**src/rtl/cpu_pkg.sv**
```systemverilog
// Shared CPU datapath types for the multi-cycle ALU controllers.
// Holds the default word width and the common add-sequencer state type.
package cpu_pkg;

  localparam int WIDTH = 16;

  typedef enum logic [1:0] {
    IDLE = 2'd0,
    RUN  = 2'd1,
    DONE = 2'd2
  } add_state_t;

endpackage

```
**src/rtl/full_adder.sv**
```systemverilog
// Single-bit full adder cell.
// The only adder cell used by the bit-serial arithmetic path.
module full_adder (
  input  logic a,
  input  logic b,
  input  logic cin,
  output logic sum,
  output logic cout
);

  assign sum  = a ^ b ^ cin;
  assign cout = (a & b) | (a & cin) | (b & cin);

endmodule

```
**src/rtl/serial_adder_ctrl.sv**
```systemverilog
// Bit-serial add/subtract unit: one full adder cell sequenced LSB-first.
// Start/busy/done handshake; result and flags held after completion.
module serial_adder_ctrl #(
  parameter int WIDTH = 16
) (
  input  logic             clk,
  input  logic             rst_n,
  input  logic             start,
  input  logic             op_sub,
  input  logic [WIDTH-1:0] a,
  input  logic [WIDTH-1:0] b,
  output logic             busy,
  output logic             done,
  output logic [WIDTH-1:0] result,
  output logic             carry_out,
  output logic             overflow,
  output logic             zero
);

  import cpu_pkg::*;

  localparam int CW = (WIDTH > 1) ? $clog2(WIDTH) : 1;
  localparam logic [CW-1:0] LAST = CW'(WIDTH - 1);

  add_state_t state_q, state_d;
  logic [WIDTH-1:0] a_q, a_d;
  logic [WIDTH-1:0] b_q, b_d;
  logic [WIDTH-1:0] res_q, res_d;
  logic [CW-1:0]    cnt_q, cnt_d;
  logic             c_q, c_d;
  logic             co_q, co_d;
  logic             ov_q, ov_d;
  logic             z_q, z_d;

  logic             fa_sum;
  logic             fa_cout;
  logic             accept;
  logic             in_run;
  logic [WIDTH-1:0] res_next;

  full_adder u_fa (
    .a    (a_q[0]),
    .b    (b_q[0]),
    .cin  (c_q),
    .sum  (fa_sum),
    .cout (fa_cout)
  );

  assign in_run   = (state_q == RUN);
  assign accept   = start & ((state_q == IDLE) | (state_q == DONE));
  assign res_next = {fa_sum, res_q[WIDTH-1:1]};

  always_comb begin
    state_d = state_q;
    a_d     = a_q;
    b_d     = b_q;
    res_d   = res_q;
    cnt_d   = cnt_q;
    c_d     = c_q;
    co_d    = co_q;
    ov_d    = ov_q;
    z_d     = z_q;
    unique case (1'b1)
      accept: begin
        a_d     = a;
        b_d     = op_sub ? ~b : b;
        c_d     = op_sub;
        cnt_d   = '0;
        res_d   = '0;
        state_d = RUN;
      end
      in_run: begin
        res_d = res_next;
        a_d   = a_q >> 1;
        b_d   = b_q >> 1;
        c_d   = fa_cout;
        cnt_d = cnt_q + CW'(1);
        // Last bit: c_q is the carry into the MSB
        if (cnt_q == LAST) begin
          ov_d    = c_q ^ fa_cout;
          co_d    = fa_cout;
          z_d     = (res_next == '0);
          state_d = DONE;
        end
      end
      default: state_d = IDLE;
    endcase
  end

  always_ff @(posedge clk or negedge rst_n) begin
    if (!rst_n) begin
      state_q <= IDLE;
      a_q     <= '0;
      b_q     <= '0;
      res_q   <= '0;
      cnt_q   <= '0;
      c_q     <= 1'b0;
      co_q    <= 1'b0;
      ov_q    <= 1'b0;
      z_q     <= 1'b0;
    end else begin
      state_q <= state_d;
      a_q     <= a_d;
      b_q     <= b_d;
      res_q   <= res_d;
      cnt_q   <= cnt_d;
      c_q     <= c_d;
      co_q    <= co_d;
      ov_q    <= ov_d;
      z_q     <= z_d;
    end
  end

  assign busy      = in_run;
  assign done      = (state_q == DONE);
  assign result    = res_q;
  assign carry_out = co_q;
  assign overflow  = ov_q;
  assign zero      = z_q;

endmodule
```
**config.mk**
```make
export PLATFORM = sky130hd
export DESIGN_NAME = serial_adder_ctrl
export DESIGN_NICKNAME = d
export VERILOG_FILES = /design/src/rtl/cpu_pkg.sv /design/src/rtl/full_adder.sv /design/src/rtl/serial_adder_ctrl.sv
export SDC_FILE = /design/constraint.sdc
export NUM_CORES = 1
export LEC_CHECK = 0
export CORE_MARGIN = 1
export CORE_UTILIZATION = 35
export CTS_BUF_LIST = sky130_fd_sc_hd__clkbuf_16
export DETAILED_ROUTE_END_ITERATION = 6
export RECOVER_POWER = 100
export SYNTH_ARGS = -nofsm -noshare
export SYNTH_HDL_FRONTEND = slang
export SYNTH_SLANG_ARGS = --single-unit
```
**constraint.sdc**
```tcl
create_clock -name clk -period 4.3 [get_ports clk]
set_clock_uncertainty 0.2 [all_clocks]
set_input_delay 0.86 -clock clk [delete_from_list [all_inputs] [get_ports clk]]
set_output_delay 0.86 -clock clk [all_outputs]
set_load 0.005 [all_outputs]
```
## Word-level counts from Yosys, hierarchy flattened

Index checks and enable logic that the tools add are counted.

- Register bits: 58
- Bits in latches: 0
- Bits in writable memories: 0
- Bits in read-only memories: 0
- Output and inout bits: 21
- Word-level logic and storage cells: 37
- Memories: 0

- Add/sub/neg operators: 1
- Multipliers: 0
- Divide/modulo/power cells: 0
- $lt $le $gt $ge: 0
- Equal/unequal tests: 4
- Shifts and indexed selects: 0
- Muxes and demuxes: 8
- Bitwise operators: 11
- Reductions and logical operators: 4

Operators by type and width:

| cell | number |
|---|---|
| $pmux 16 s2 | 3 |
| $logic_not 16->1 | 1 |
| $mux 16 | 1 |
| $not 16->16 | 1 |
| $pmux 4 s2 | 1 |
| $add 4x1->4 const B | 1 |
| $and 1x1->1 | 4 |
| $eq 4x4->1 const B | 1 |
| $pmux 2 s2 | 1 |
| $or 1x1->1 | 3 |
| $xor 1x1->1 | 3 |
| $eq 2x1->1 const B | 1 |
| $eq 2x2->1 const B | 1 |
| $logic_not 2->1 | 1 |
| $mux 2 | 1 |
| $ne 2x1->1 const B | 1 |
| $pmux 1 s2 | 1 |
| $reduce_and 2->1 | 1 |
| $reduce_bool 2->1 | 1 |

## Logic depth before layout (Yosys ltp)

- Depth after elaboration: 4
- Gate-level depth with buffers: 5
- Mapped depth without buffers: 5

## Hierarchy

Synthesis repeated with hierarchy kept, for this count alone.

- Cell total of the unflattened synthesis: 220
- Area, all modules: 2676.3 um^2

Modules (own cells, without submodules):

| module | instances | cells an instance | area each (um^2) | sequential area each (um^2) |
|---|---|---|---|---|
| serial_adder_ctrl | 1 | 219 | 2656.3 | 1451.4 |
| full_adder | 1 | 1 | 20.0 | 0.0 |

## Least setup slack after synthesis

Ideal clock, no wire load.

- Path type: input -> register
- From: in op_sub
- To: reg b_q[10]
- Library setup time: 0.126 ns
- Arrival time: 1.681 ns
- Slack: 2.293 ns
- Stages: 5
- Path buffers: 2
- Cell sequence: buf_2 buf_4 xnor2_1 nor2_1 a221o_1

- Word-level cells in the longest chain between the ends: 2

Ends and longest elaborated chain:

| element | line | source |
|---|---|---|
| from (decl) | serial_adder_ctrl.sv:9 | `input logic op_sub,` |
| $mux 16 | serial_adder_ctrl.sv:66 | `b_d = op_sub ? ~b : b;` |
| $pmux 16 s2 | serial_adder_ctrl.sv:63 | `unique case (1'b1)` |
| to (signal assigned) | serial_adder_ctrl.sv:94 | `b_q <= '0;` |
| to (signal assigned) | serial_adder_ctrl.sv:104 | `b_q <= b_d;` |
| to (decl) | serial_adder_ctrl.sv:27 | `logic [WIDTH-1:0] b_q, b_d;` |

Every way passes these cells.
A chain may end at the register's enable or synchronous reset.

## Final worst setup path

- From: reg state_q[0]
- To: out busy

- Word-level cells in the longest chain between the ends: 1

Ends and longest elaborated chain:

| element | line | source |
|---|---|---|
| from (decl) | serial_adder_ctrl.sv:25 | `add_state_t state_q, state_d;` |
| from (signal assigned) | serial_adder_ctrl.sv:102 | `state_q <= state_d;` |
| $eq 2x1->1 | serial_adder_ctrl.sv:49 | `assign in_run = (state_q == RUN);` |
| to (decl) | serial_adder_ctrl.sv:12 | `output logic busy,` |

Every way passes these cells.

==> results.cfg <==
[status]
violations = max-capacitance violations, max-slew violations
status = finished with violations

[synthesis]
synth_top_cells_by_count = dfrtp_1, a22o_1, a221o_1, nor2_1
yosys_most_used_dff = dfrtp_1
synthMuxAreaShare = 0.0200
synth_xor_area_frac = 0.0582
synth_edf_count = 0
yosysMostFrequentCell = dfrtp_1
synth_top_family_by_area = compound AO/OA/AOI/OAI gates
mappedNetlistArea_um2 = 2560
synth_fa_ha_area_frac = 0.0127
seq_area_frac_synth = 0.567
synthSimpleGateAreaFrac = 0.119
async_reset_ff_frac = 1.00
ys_types = 31
synth.largest_area_cell = dfrtp_1
yosysWarnings = 0
synth_nets = 259
syn_avg_cell_area_um2 = 11.6
synth_area_leaders = dfrtp_1, a221o_1, a22o_1, xnor2_1, a22oi_1
netlist.area_leader.share = 0.567
synth_compound_area_frac = 0.179
synth_cells = 221
synth-seq-cells = 58

[route]
antenna_left = 0
drc = 0
drt-total-wl_um = 5420
drt-wirelength-per-cell_um = 14.4
initialDrtViolationCount = 105
first_pass_iters = 6
vias_per_cell = 5.15
num_vias = 1936

[timing]
fmax_ghz = 0.311
worst_pin_slew_ns = 1.68
period_needed_ns = 3.22
slew_violations = 34
finalSetupTns_ns = 0
hold_violations = 0
setup_viol = 0
rsz0062_at_grt = no
slew_headroom = -0.122
hold_slack_ns = 0.283
post-route-period-util = 0.749

[floorplan]
die_area_um2 = 7660
rows = 30
fp.dieH_um = 87.5
core-area_um2 = 6940
io_pins = 57
start_util = 0.368
chipWidth_um = 87.5

[worst_setup_path]
cp_slowest_cell = nand2b_1
max_stage_delay_ns = 0.63
crit_path_end_kind = primary output
cp_num_cells = 3
crit_chain = nand2b_1 > clkinv_1 > dlygate4sd3_1
timing.critical_path.from_type = register
worstReg2RegStart = state_q[0]$_DFFE_PN0P_
crit_start = state_q[0]$_DFFE_PN0P_
crit_path_max_fanout = 22
r2r_end = b_q[12]$_DFFE_PN0P_
critPathRequiredTime_ns = 3.24
crit_buf_inv = 2
crit_path_end = busy
r2r_cells = 5
r2r_setup_slack_ns = 1.47
cp.arrival_ns = 2.16
crit_type = reg -> out
cp_top_family = buffers and inverters

[clock_tree]
root_buffer = clkbuf_16
numCtsBuffers = 9
cts.sinks = 58
post-cts-setup-buffers = 0
cts_htree_levels = 3
clock_latency_ns = 0.31
clk_pin_slew_ns = 0.05
hold_buffers = 0
cts_resized = 0
cts_tree = yes
cts_max_path_buffers = 2

[cells_and_area]
layout-drive-gt1-share = 0.0750
nets = 313
syn_to_final_growth_pct = 35.7
insertedDiodeCount = 0

[hold_path]
hold_class = reg -> reg
whs_path_depth = 1

[global_route]
grt_pass1_vias = 1907
grt_max_degree = 51
antenna_found_initial = 0
track_usage = 0.157
grt_pass1_wl_um = 9050
grt-ovfl-total = 0

[power]
power.density_nw_per_um2 = 752
irDropWorstVdd_v = 0.000279
p_leak_nw = 1.55

[run]
drv_cap = 1

[placement]
hpwl_um = 3510
gp_congestion = 0.709
io_buffers = 56
cells in the final DEF, fill, tap and decap left out, types with 2 or more instances in the layout:
| cell type | count |
|---|---|
| buf_4 | 3 |
| dlygate4sd3_1 | 22 |
| a22oi_1 | 14 |
| nor3_1 | 2 |
| nand2b_1 | 2 |
| o21ai_0 | 2 |
| nand4_1 | 2 |
| a221o_1 | 17 |
| nand3_1 | 15 |
| nor2_1 | 17 |
| clkbuf_16 | 9 |
| mux2i_1 | 4 |
| dfrtp_1 | 58 |
| inv_1 | 6 |
| nor4_1 | 3 |
| a22o_1 | 18 |
| clkinv_2 | 4 |
| clkbuf_1 | 2 |
| nand2_1 | 16 |
| xnor2_1 | 16 |
| clkinv_1 | 2 |
| clkdlybuf4s50_1 | 33 |
| bufinv_16 | 2 |
logic make-up (layout without fill, tap and decap cells):
logic type	after synthesis	count (layout)
simple gates	62	62
compound gates	53	53
flops	58	58
mux	5	5
xor+xnor	17	17
fa+ha+maj	2	2
buf+inv	24	83
routing by layer:
metal  up-vias  global-route usage  routed length, µm
met3         6              0.0284                171
met5         -                   0                  0
li1        920                   -                  -
met1       965               0.209               2670
met2        45               0.241               2490
met4         0              0.0894                 90
how the worst min path moves through the flow:
| stage | end | from | slack [ns] |
|---|---|---|---|
| global placement | cnt_q[3]$_DFFE_PN0P_ | cnt_q[3]$_DFFE_PN0P_ | 0.27 |
| finish | cnt_q[3]$_DFFE_PN0P_ | cnt_q[3]$_DFFE_PN0P_ | 0.28 |
| CTS | cnt_q[3]$_DFFE_PN0P_ | cnt_q[3]$_DFFE_PN0P_ | 0.29 |
| global route | cnt_q[3]$_DFFE_PN0P_ | cnt_q[3]$_DFFE_PN0P_ | 0.31 |
| floorplan | cnt_q[3]$_DFFE_PN0P_ | cnt_q[3]$_DFFE_PN0P_ | 0.25 |
| detailed placement | cnt_q[3]$_DFFE_PN0P_ | cnt_q[3]$_DFFE_PN0P_ | 0.28 |
final cells by class:
| type | instances | area (µm²) |
|---|---|---|
| timing repair buffer | 60 | 581 |
| inverter | 7 | 26.3 |
| clock buffer | 9 | 225 |
| tap | 96 | 120 |
| fill | 644 | 3470 |
| multi-input combinational | 139 | 986 |
| clock inverter | 7 | 83.8 |
| sequential | 58 | 1450 |
where the power goes:
group          switching, mW  internal, mW
Combinational          0.444         0.468
Clock                  0.230         0.499
Sequential             0.175         0.794
Total                  0.849          1.76
stage by stage:
step / util / instance area [µm²] / instances / setup slack [ns] / total power [mW]
after detailed placement: 0.458 / 3180 / 360 / 1.43 / 1.94
after global placement: 0.458 / 3180 / 360 / 1.44 / 1.91
final: 0.500 / 3470 / 376 / 1.08 / 2.61
after floorplan: - / 2560 / 221 / 2.29 / 1.59
after CTS: 0.503 / 3490 / 376 / 1.48 / 2.68
after global routing: 0.500 / 3470 / 376 / 0.901 / 2.78
flip-flops by register name (all words and copies together), names as in the netlist:
signal / flops
state_q: 2
overflow: 1
a_q: 16
b_q: 16
cnt_q: 4
carry_out: 1
result: 16
c_q: 1
zero: 1
Power figures use the tool's default switching activity.
